===== src/rtl/if_id_stage_reg.sv =====
// if_id_stage_reg: IF/ID valid/ready pipeline register with an optional 2-entry skid mode
// and a saturating downstream-stall counter.
module if_id_stage_reg #(
   parameter int              OP_W    = 32,
   parameter int              PC_W    = 32,
   parameter logic [OP_W-1:0] NOP_VAL = {OP_W{1'b0}},
   parameter int              SKID    = 0,
   parameter int              CNT_W   = 16
) (
   input  logic             clk_i,
   input  logic             rst_n_i,
   input  logic             in_valid_i,
   output logic             in_ready_o,
   input  logic [OP_W-1:0]  in_op_i,
   input  logic [PC_W-1:0]  in_pc_i,
   input  logic             flush_i,
   output logic             out_valid_o,
   input  logic             out_ready_i,
   output logic [OP_W-1:0]  out_op_o,
   output logic [PC_W-1:0]  out_pc_o,
   input  logic             clr_cnt_i,
   output logic [CNT_W-1:0] stall_cnt_o
);
   typedef enum logic [1:0] {ST_EMPTY, ST_FULL, ST_SKID} state_t;
   state_t           state_q, state_d;
   logic [OP_W-1:0]  op_q, op_d, sop_q, sop_d;
   logic [PC_W-1:0]  pc_q, pc_d, spc_q, spc_d;
   logic [CNT_W-1:0] cnt_q, cnt_d;
   logic             rdy_q, rdy_d, in_fire, out_fire;

   assign out_valid_o = state_q != ST_EMPTY;
   assign in_ready_o  = (SKID != 0) ? rdy_q : (~out_valid_o | out_ready_i);
   assign in_fire     = in_valid_i & in_ready_o;
   assign out_fire    = out_valid_o & out_ready_i;
   assign out_op_o    = op_q;
   assign out_pc_o    = pc_q;
   assign stall_cnt_o = cnt_q;

   always_comb begin
      state_d = state_q;
      op_d    = op_q;
      pc_d    = pc_q;
      sop_d   = sop_q;
      spc_d   = spc_q;
      if (flush_i) begin
         state_d = ST_EMPTY;
         op_d    = NOP_VAL;
      end else begin
         case (state_q)
            ST_EMPTY: if (in_fire) begin
               state_d = ST_FULL;
               op_d    = in_op_i;
               pc_d    = in_pc_i;
            end
            ST_FULL: if (in_fire && out_fire) begin
               op_d = in_op_i;
               pc_d = in_pc_i;
            end else if (in_fire) begin
               // only reachable with SKID=1: a combinational in_ready implies out_fire here
               state_d = ST_SKID;
               sop_d   = in_op_i;
               spc_d   = in_pc_i;
            end else if (out_fire) begin
               state_d = ST_EMPTY;
               op_d    = NOP_VAL;
            end
            ST_SKID: if (out_fire) begin
               state_d = ST_FULL;
               op_d    = sop_q;
               pc_d    = spc_q;
            end
            default: state_d = ST_EMPTY;
         endcase
      end
      rdy_d = state_d != ST_SKID;
      cnt_d = clr_cnt_i ? '0 : (out_valid_o & ~out_ready_i & ~&cnt_q) ? cnt_q + 1'b1 : cnt_q;
   end

   always_ff @(posedge clk_i or negedge rst_n_i) begin
      if (!rst_n_i) begin
         state_q <= ST_EMPTY;
         op_q    <= NOP_VAL;
         pc_q    <= '0;
         sop_q   <= NOP_VAL;
         spc_q   <= '0;
         cnt_q   <= '0;
         rdy_q   <= 1'b1;
      end else begin
         state_q <= state_d;
         op_q    <= op_d;
         pc_q    <= pc_d;
         sop_q   <= sop_d;
         spc_q   <= spc_d;
         cnt_q   <= cnt_d;
         rdy_q   <= rdy_d;
      end
   end
endmodule

===== config.mk =====
export PLATFORM = sky130hd
export DESIGN_NAME = if_id_stage_reg
export DESIGN_NICKNAME = d
export VERILOG_FILES = /design/src/rtl/if_id_stage_reg.sv
export SDC_FILE = /design/constraint.sdc
export NUM_CORES = 1
export LEC_CHECK = 0
export CORE_UTILIZATION = 40
export CTS_CLUSTER_SIZE = 25
export DETAILED_ROUTE_END_ITERATION = 12
export GPL_TIMING_DRIVEN = 1
export PLACE_DENSITY = 0.67
export SLEW_MARGIN = 20
export SYNTH_ARGS = -nofsm -noshare
export SYNTH_HDL_FRONTEND = slang
export SYNTH_SLANG_ARGS = --single-unit

===== constraint.sdc =====
create_clock -name clk_i -period 2.1 [get_ports clk_i]
set_input_delay 0.42 -clock clk_i [delete_from_list [all_inputs] [get_ports clk_i]]
set_output_delay 0.42 -clock clk_i [all_outputs]
set_load 0.005 [all_outputs]

After elaboration in Yosys (flattened, before gate mapping)

Cells that the tools add are included.

Bits in registers: 146
Bits of input ports: 70
Logic and storage cells: 59
Output and inout bits: 82

Add/sub/neg operators: 1
Reductions and logical operators: 12
Bitwise operators: 9
Equal/unequal tests: 11
Muxes and demuxes: 20

Operator list:

| kind                                                                  | number |
|---|---|
| 32-bit two-way mux                                                    | 9 |
| 32-bit one-hot mux with 3 select lines                                | 2 |
| 16-bit two-way mux                                                    | 2 |
| 16-bit by 1-bit adder with 16-bit output, second input constant       | 1 |
| 16-bit AND reduction                                                  | 1 |
| 2-bit two-way mux                                                     | 6 |
| 4-bit != test, second input constant                                  | 3 |
| 5-bit AND reduction                                                   | 2 |
| 3-bit != test, second input constant                                  | 3 |
| 4-bit AND reduction                                                   | 2 |
| 2-bit != test, second input constant                                  | 3 |
| 2-bit one-hot mux with 3 select lines                                 | 1 |
| 1-bit AND                                                             | 4 |
| 1-bit NOT                                                             | 4 |
| 2-bit nonzero test                                                    | 2 |
| 4-bit nonzero test                                                    | 1 |
| 3-bit nonzero test                                                    | 1 |
| 2-bit by 1-bit equality test with 1-bit output, second input constant | 1 |
| 2-bit equality test, second input constant                            | 1 |
| 2-bit zero test                                                       | 1 |
| 1-bit logical AND                                                     | 1 |
| 1-bit zero test                                                       | 1 |
| 1-bit OR                                                              | 1 |

Depth between registers and ports, before layout

Word-level depth: 8
Gate-level depth with buffers: 10
Mapped depth without buffers: 7

Worst setup path after synthesis

OpenSTA, ideal clock, no wires.

Kind: flip-flop to flip-flop
From: reg state_q[0]
To: reg op_q[0] (netlist: out_op_o[0])
Arrival time: 1.758 ns
Path buffers: 2
Cell stages (with the launch flop): 10
Clock period less this slack: 1.879 ns
Path slack: 0.221 ns
Cells stage by stage: dfrtp_1 -> inv_1 -> ha_1 -> buf_2 -> nor2_1 -> nor2_1 -> a311oi_2 -> or2_2 -> buf_4 -> o21ai_1

Cells in the longest elaborated chain, start to end: 8
Elaborated cells on any way between the ends: 18
Classes of those cells: 6 x eq/ne; 3 x mux; 4 x bitwise; 5 x reduce/logical

Ends and longest elaborated chain:

| item                                   | line | source |
|---|---|---|
| start, declared                        | 25   | `state_t state_q, state_d;` |
| start signal, assigned                 | 89   | `state_q <= state_d;` |
| 2-bit nonzero test                     | 31   | `assign out_valid_o = state_q != ST_EMPTY;` |
| 1-bit NOT                              | 32   | `assign in_ready_o = (SKID != 0) ? rdy_q : (~out_valid_o \| out_ready_i);` |
| 1-bit OR                               | 32   |  |
| 1-bit AND                              | 33   | `assign in_fire = in_valid_i & in_ready_o;` |
| 1-bit logical AND                      | 55   | `ST_FULL: if (in_fire && out_fire) begin` |
| 32-bit two-way mux                     | 55   |  |
| 32-bit one-hot mux with 3 select lines | 49   | `case (state_q)` |
| 32-bit two-way mux                     | 45   | `if (flush_i) begin` |
| end signal, assigned                   | 90   | `op_q <= op_d;` |
| end, declared                          | 26   | `logic [OP_W-1:0] op_q, op_d, sop_q, sop_d;` |

Parallel ways exist; a longest one is shown, timed or not.
A chain may end at the register's enable or synchronous reset.

Final worst setup path

From: reg state_q[1]
To: out out_valid_o

Cells in the longest elaborated chain, start to end: 1

Ends and longest elaborated chain:

| item               | line | source |
|---|---|---|
| 2-bit nonzero test | 31   |  |
| end, declared      | 17   | `output logic out_valid_o,` |

Every way passes these cells.

==> flow_summary.yaml <==
yosys:
  synth_cells: 544
  yosys.area.top_type: "dfrtp_1"
  ys_seq_area_frac: 0.572
  ys_warn_count: 0
  ys_types: 42
  syn_nets: 619
  ys_ff_latch: 146
  synth.top_cells.by_area: "dfrtp_1 57%, mux2_2 11%, a21oi_1 5.7%"
  synth_area_um2: 6390
  yosys.area.top_type_share: 0.572
  avgSynthCellArea_um2: 11.7
finish:
  final_layout_size_suffix_gt1_frac: 0.196
  seqCellArea_um2: 3650
  nNetsFinal: 777
  syn_to_final_growth_pct: 40.0
  n_fill_cell: 1247
  multi_input_area_um2: 2570
  fin_area_um2: 8950
  antennaDiodeCount: 0
sta:
  fin_crit_ps: 2010
  hold_viol: 0
  setup_viol: 0
  finClkSkew_ps: 6.93
  worstMarginPinSlew_ps: 634
  drv_slew: 0
  maxSlewHeadroom: 0.576
  fmax_mhz: 497
  rsz0062_at_grt: "no"
  min_period_over_period: 0.958
worst_setup_path:
  end_kind: "primary output"
  cp_num_cells: 4
  reg2regPathDepth: 9
  crit_fanout: 3
  cp-startpoint: "state_q[1]$_DFFE_PN0P_"
  endpoint: "out_valid_o"
  r2r_end: "out_op_o[0]$_DFFE_PN0P_"
  required_ps: 1680
  reg2reg_slack_ps: 130
  rr_startpoint: "state_q[1]$_DFFE_PN0P_"
  path_buf_inv: 3
  crit_family: "buffers and inverters"
  arrival_ps: 1590
  crit_path_max_incr_delay_ps: 490
  start_kind: "flop"
  path_class: "flop to primary output"
  path_cells: "inv_2 -> ha_4 -> inv_1 -> clkdlybuf4s50_1"
  worst_path_max_delay_cell: "clkdlybuf4s50_1"
placed_design:
  hpwl_um: 10100
  globalplace.congestion: 0.761
  numPortBuffers: 151
  placed_area_um2: 8280
cts:
  clockBufferDepth: 2
  cts.sinks: 146
  cts_tree: "yes"
  htree_levels: 4
  cts-buffers-inserted: 17
  clkLatencyLatePin_ps: 420
  clk_pin_slew_ps: 60
  cts_root_buf: "clkbuf_16"
power_and_ir_drop:
  vdd_ir_drop_max_v: 0.000640
  leakagePower_nw: 3.66
  powerDensity_nw_per_um2: 1320
  power_mw: 11.8
floorplanning:
  fp.dieH_um: 128
  start_util: 0.416
  die-area_um2: 16500
  core_um2: 15400
  dieWidth_um: 128
  pin_count: 152
  rows: 45
global_route:
  grt_usage: 0.199
  grt_overflow_total: 0
  antenna_found_initial: 1
  grt_pass1_vias: 4975
  grt_max_degree: 55
  grt_pass1_wl_um: 25400
drt:
  totalWireLength_um: 15500
  drc: 0
  drtPass1Iterations: 6
  ant_nets: 0
  drtIter0Drc: 219
  vias_per_cell: 5.36
  wire_per_inst_um: 16.7
  vias: 4967
job:
  drv_cap: 0
worst_hold_path:
  holdCritPathClass: "flop to flop"
outcome:
  status: "finished, final reports clean"
cells by family after synthesis:
family,synth area share
compound gates,0.136
buf+inv,0.0311
fa+ha+maj,0.00979
xor+xnor,0.00959
mux,0.164
simple gates,0.0777
flops,0.572
layer usage:
| layer | wire [µm] | GRT usage |
|---|---|---|
| met1 | 7210 | 0.271 |
| met2 | 7170 | 0.305 |
| met3 | 860 | 0.0557 |
| met4 | 247 | 0.0706 |
| met5 | 13 | 0 |
worst register-to-register path: cells and delay by family (launching register included):
kind	cells	cell delay [ps]
AND/OR/NAND/NOR	2	260
buffers and inverters	4	520
AO/OA/AOI/OAI	2	440
flip-flops	1	410
adder cells (fa/ha/maj)	1	220
cell usage after synthesis:
library cell / number
a211oi_1: 1
a21oi_1: 73
a22oi_1: 32
a311oi_2: 1
a31oi_1: 1
a41oi_1: 1
and2_1: 3
and2_2: 1
and3_1: 2
and3b_1: 1
and4_1: 1
and4bb_2: 1
buf_1: 1
buf_2: 18
buf_4: 3
clkbuf_1: 16
dfrtp_1: 146
ha_1: 5
inv_1: 6
mux2_2: 64
mux2i_1: 33
nand2_1: 39
nand2b_1: 1
nand3_1: 4
nand4_2: 2
nand4b_1: 1
nor2_1: 19
nor2b_1: 2
nor3_1: 8
nor3_2: 1
nor3b_1: 2
nor4b_2: 2
nor4b_4: 1
o211ai_1: 1
o21a_1: 1
o21ai_0: 3
o21ai_1: 35
o21ai_2: 1
o31a_1: 1
or2_2: 1
or3_1: 2
xnor2_1: 7
area by class of cell:
cell class / count / area share
clock buffers: 19 / 0.0495
multi-input cells: 354 / 0.288
clock inverters: 13 / 0.0178
well taps: 211 / 0.0295
repair buffers: 177 / 0.204
inverters: 6 / 0.00252
flip-flops and latches: 146 / 0.408
metrics by stage:
| step | worst slack, ps | setup TNS (ps) | utilization | hold slack (ps) | std cells |
|---|---|---|---|---|---|
| floorplan | 221 | 0 | - | 124 | 544 |
| global placement | 31.8 | 0 | 0.539 | 418 | 889 |
| detailed placement | -9.57 | -22.5 | 0.539 | 425 | 889 |
| CTS | 65.5 | 0 | 0.581 | 490 | 926 |
| global route | 30.3 | 0 | 0.582 | 505 | 926 |
| finish | 88.2 | 0 | 0.582 | 484 | 926 |
how the worst min path moves through the flow:
stage                                         from                        to  slack [ps]  depth (start not counted)
after floorplan                            rst_n_i   out_op_o[0]$_DFFE_PN0P_         120                          0
after global placement                     rst_n_i     spc_q[30]$_DFFE_PN0P_         420                          1
after detailed placement                   rst_n_i     spc_q[30]$_DFFE_PN0P_         420                          1
after CTS                 out_op_o[18]$_DFFE_PN0P_  out_op_o[18]$_DFFE_PN0P_         490                          2
after global routing      out_op_o[10]$_DFFE_PN0P_  out_op_o[10]$_DFFE_PN0P_         510                          2
final                     out_op_o[28]$_DFFE_PN0P_  out_op_o[28]$_DFFE_PN0P_         480                          2
cells in the final DEF, fill, tap and decap left out, types with 4 or more instances in the layout:
cell type and instances:
clkdlybuf4s50_1 149, dfrtp_1 146, a21oi_1 73, mux2_2 64, nand2_1 39, o21ai_1 34
mux2i_1 33, a22oi_1 32, nor2_1 17, clkbuf_16 17, buf_4 15, buf_12 9
nor3_1 8, xnor2_1 7, inv_1 4, nand3_1 4, clkinv_2 4
report_power, final:
group	internal, mW	total [mW]	switching, mW	leakage [nW]
registers	3.97	4.63	0.661	1.80
clock network	1.90	3.09	1.19	0.290
logic	2.36	4.06	1.70	1.57
total	8.23	11.8	3.55	3.66
flip-flops by register name, summed over array words and instances, names as in the netlist:
register     cells
out_op_o        32
out_pc_o        32
sop_q           32
spc_q           32
stall_cnt_o     16
state_q          2
timing repair:
item	in CTS	in global routing
pin swaps	1	0
buffers inserted	4	0
hold buffers	1	0
setup endpoints to repair	2	32
gates resized for setup	6	3
hold endpoints to repair	51	0
Power figures use the tool's default switching activity.
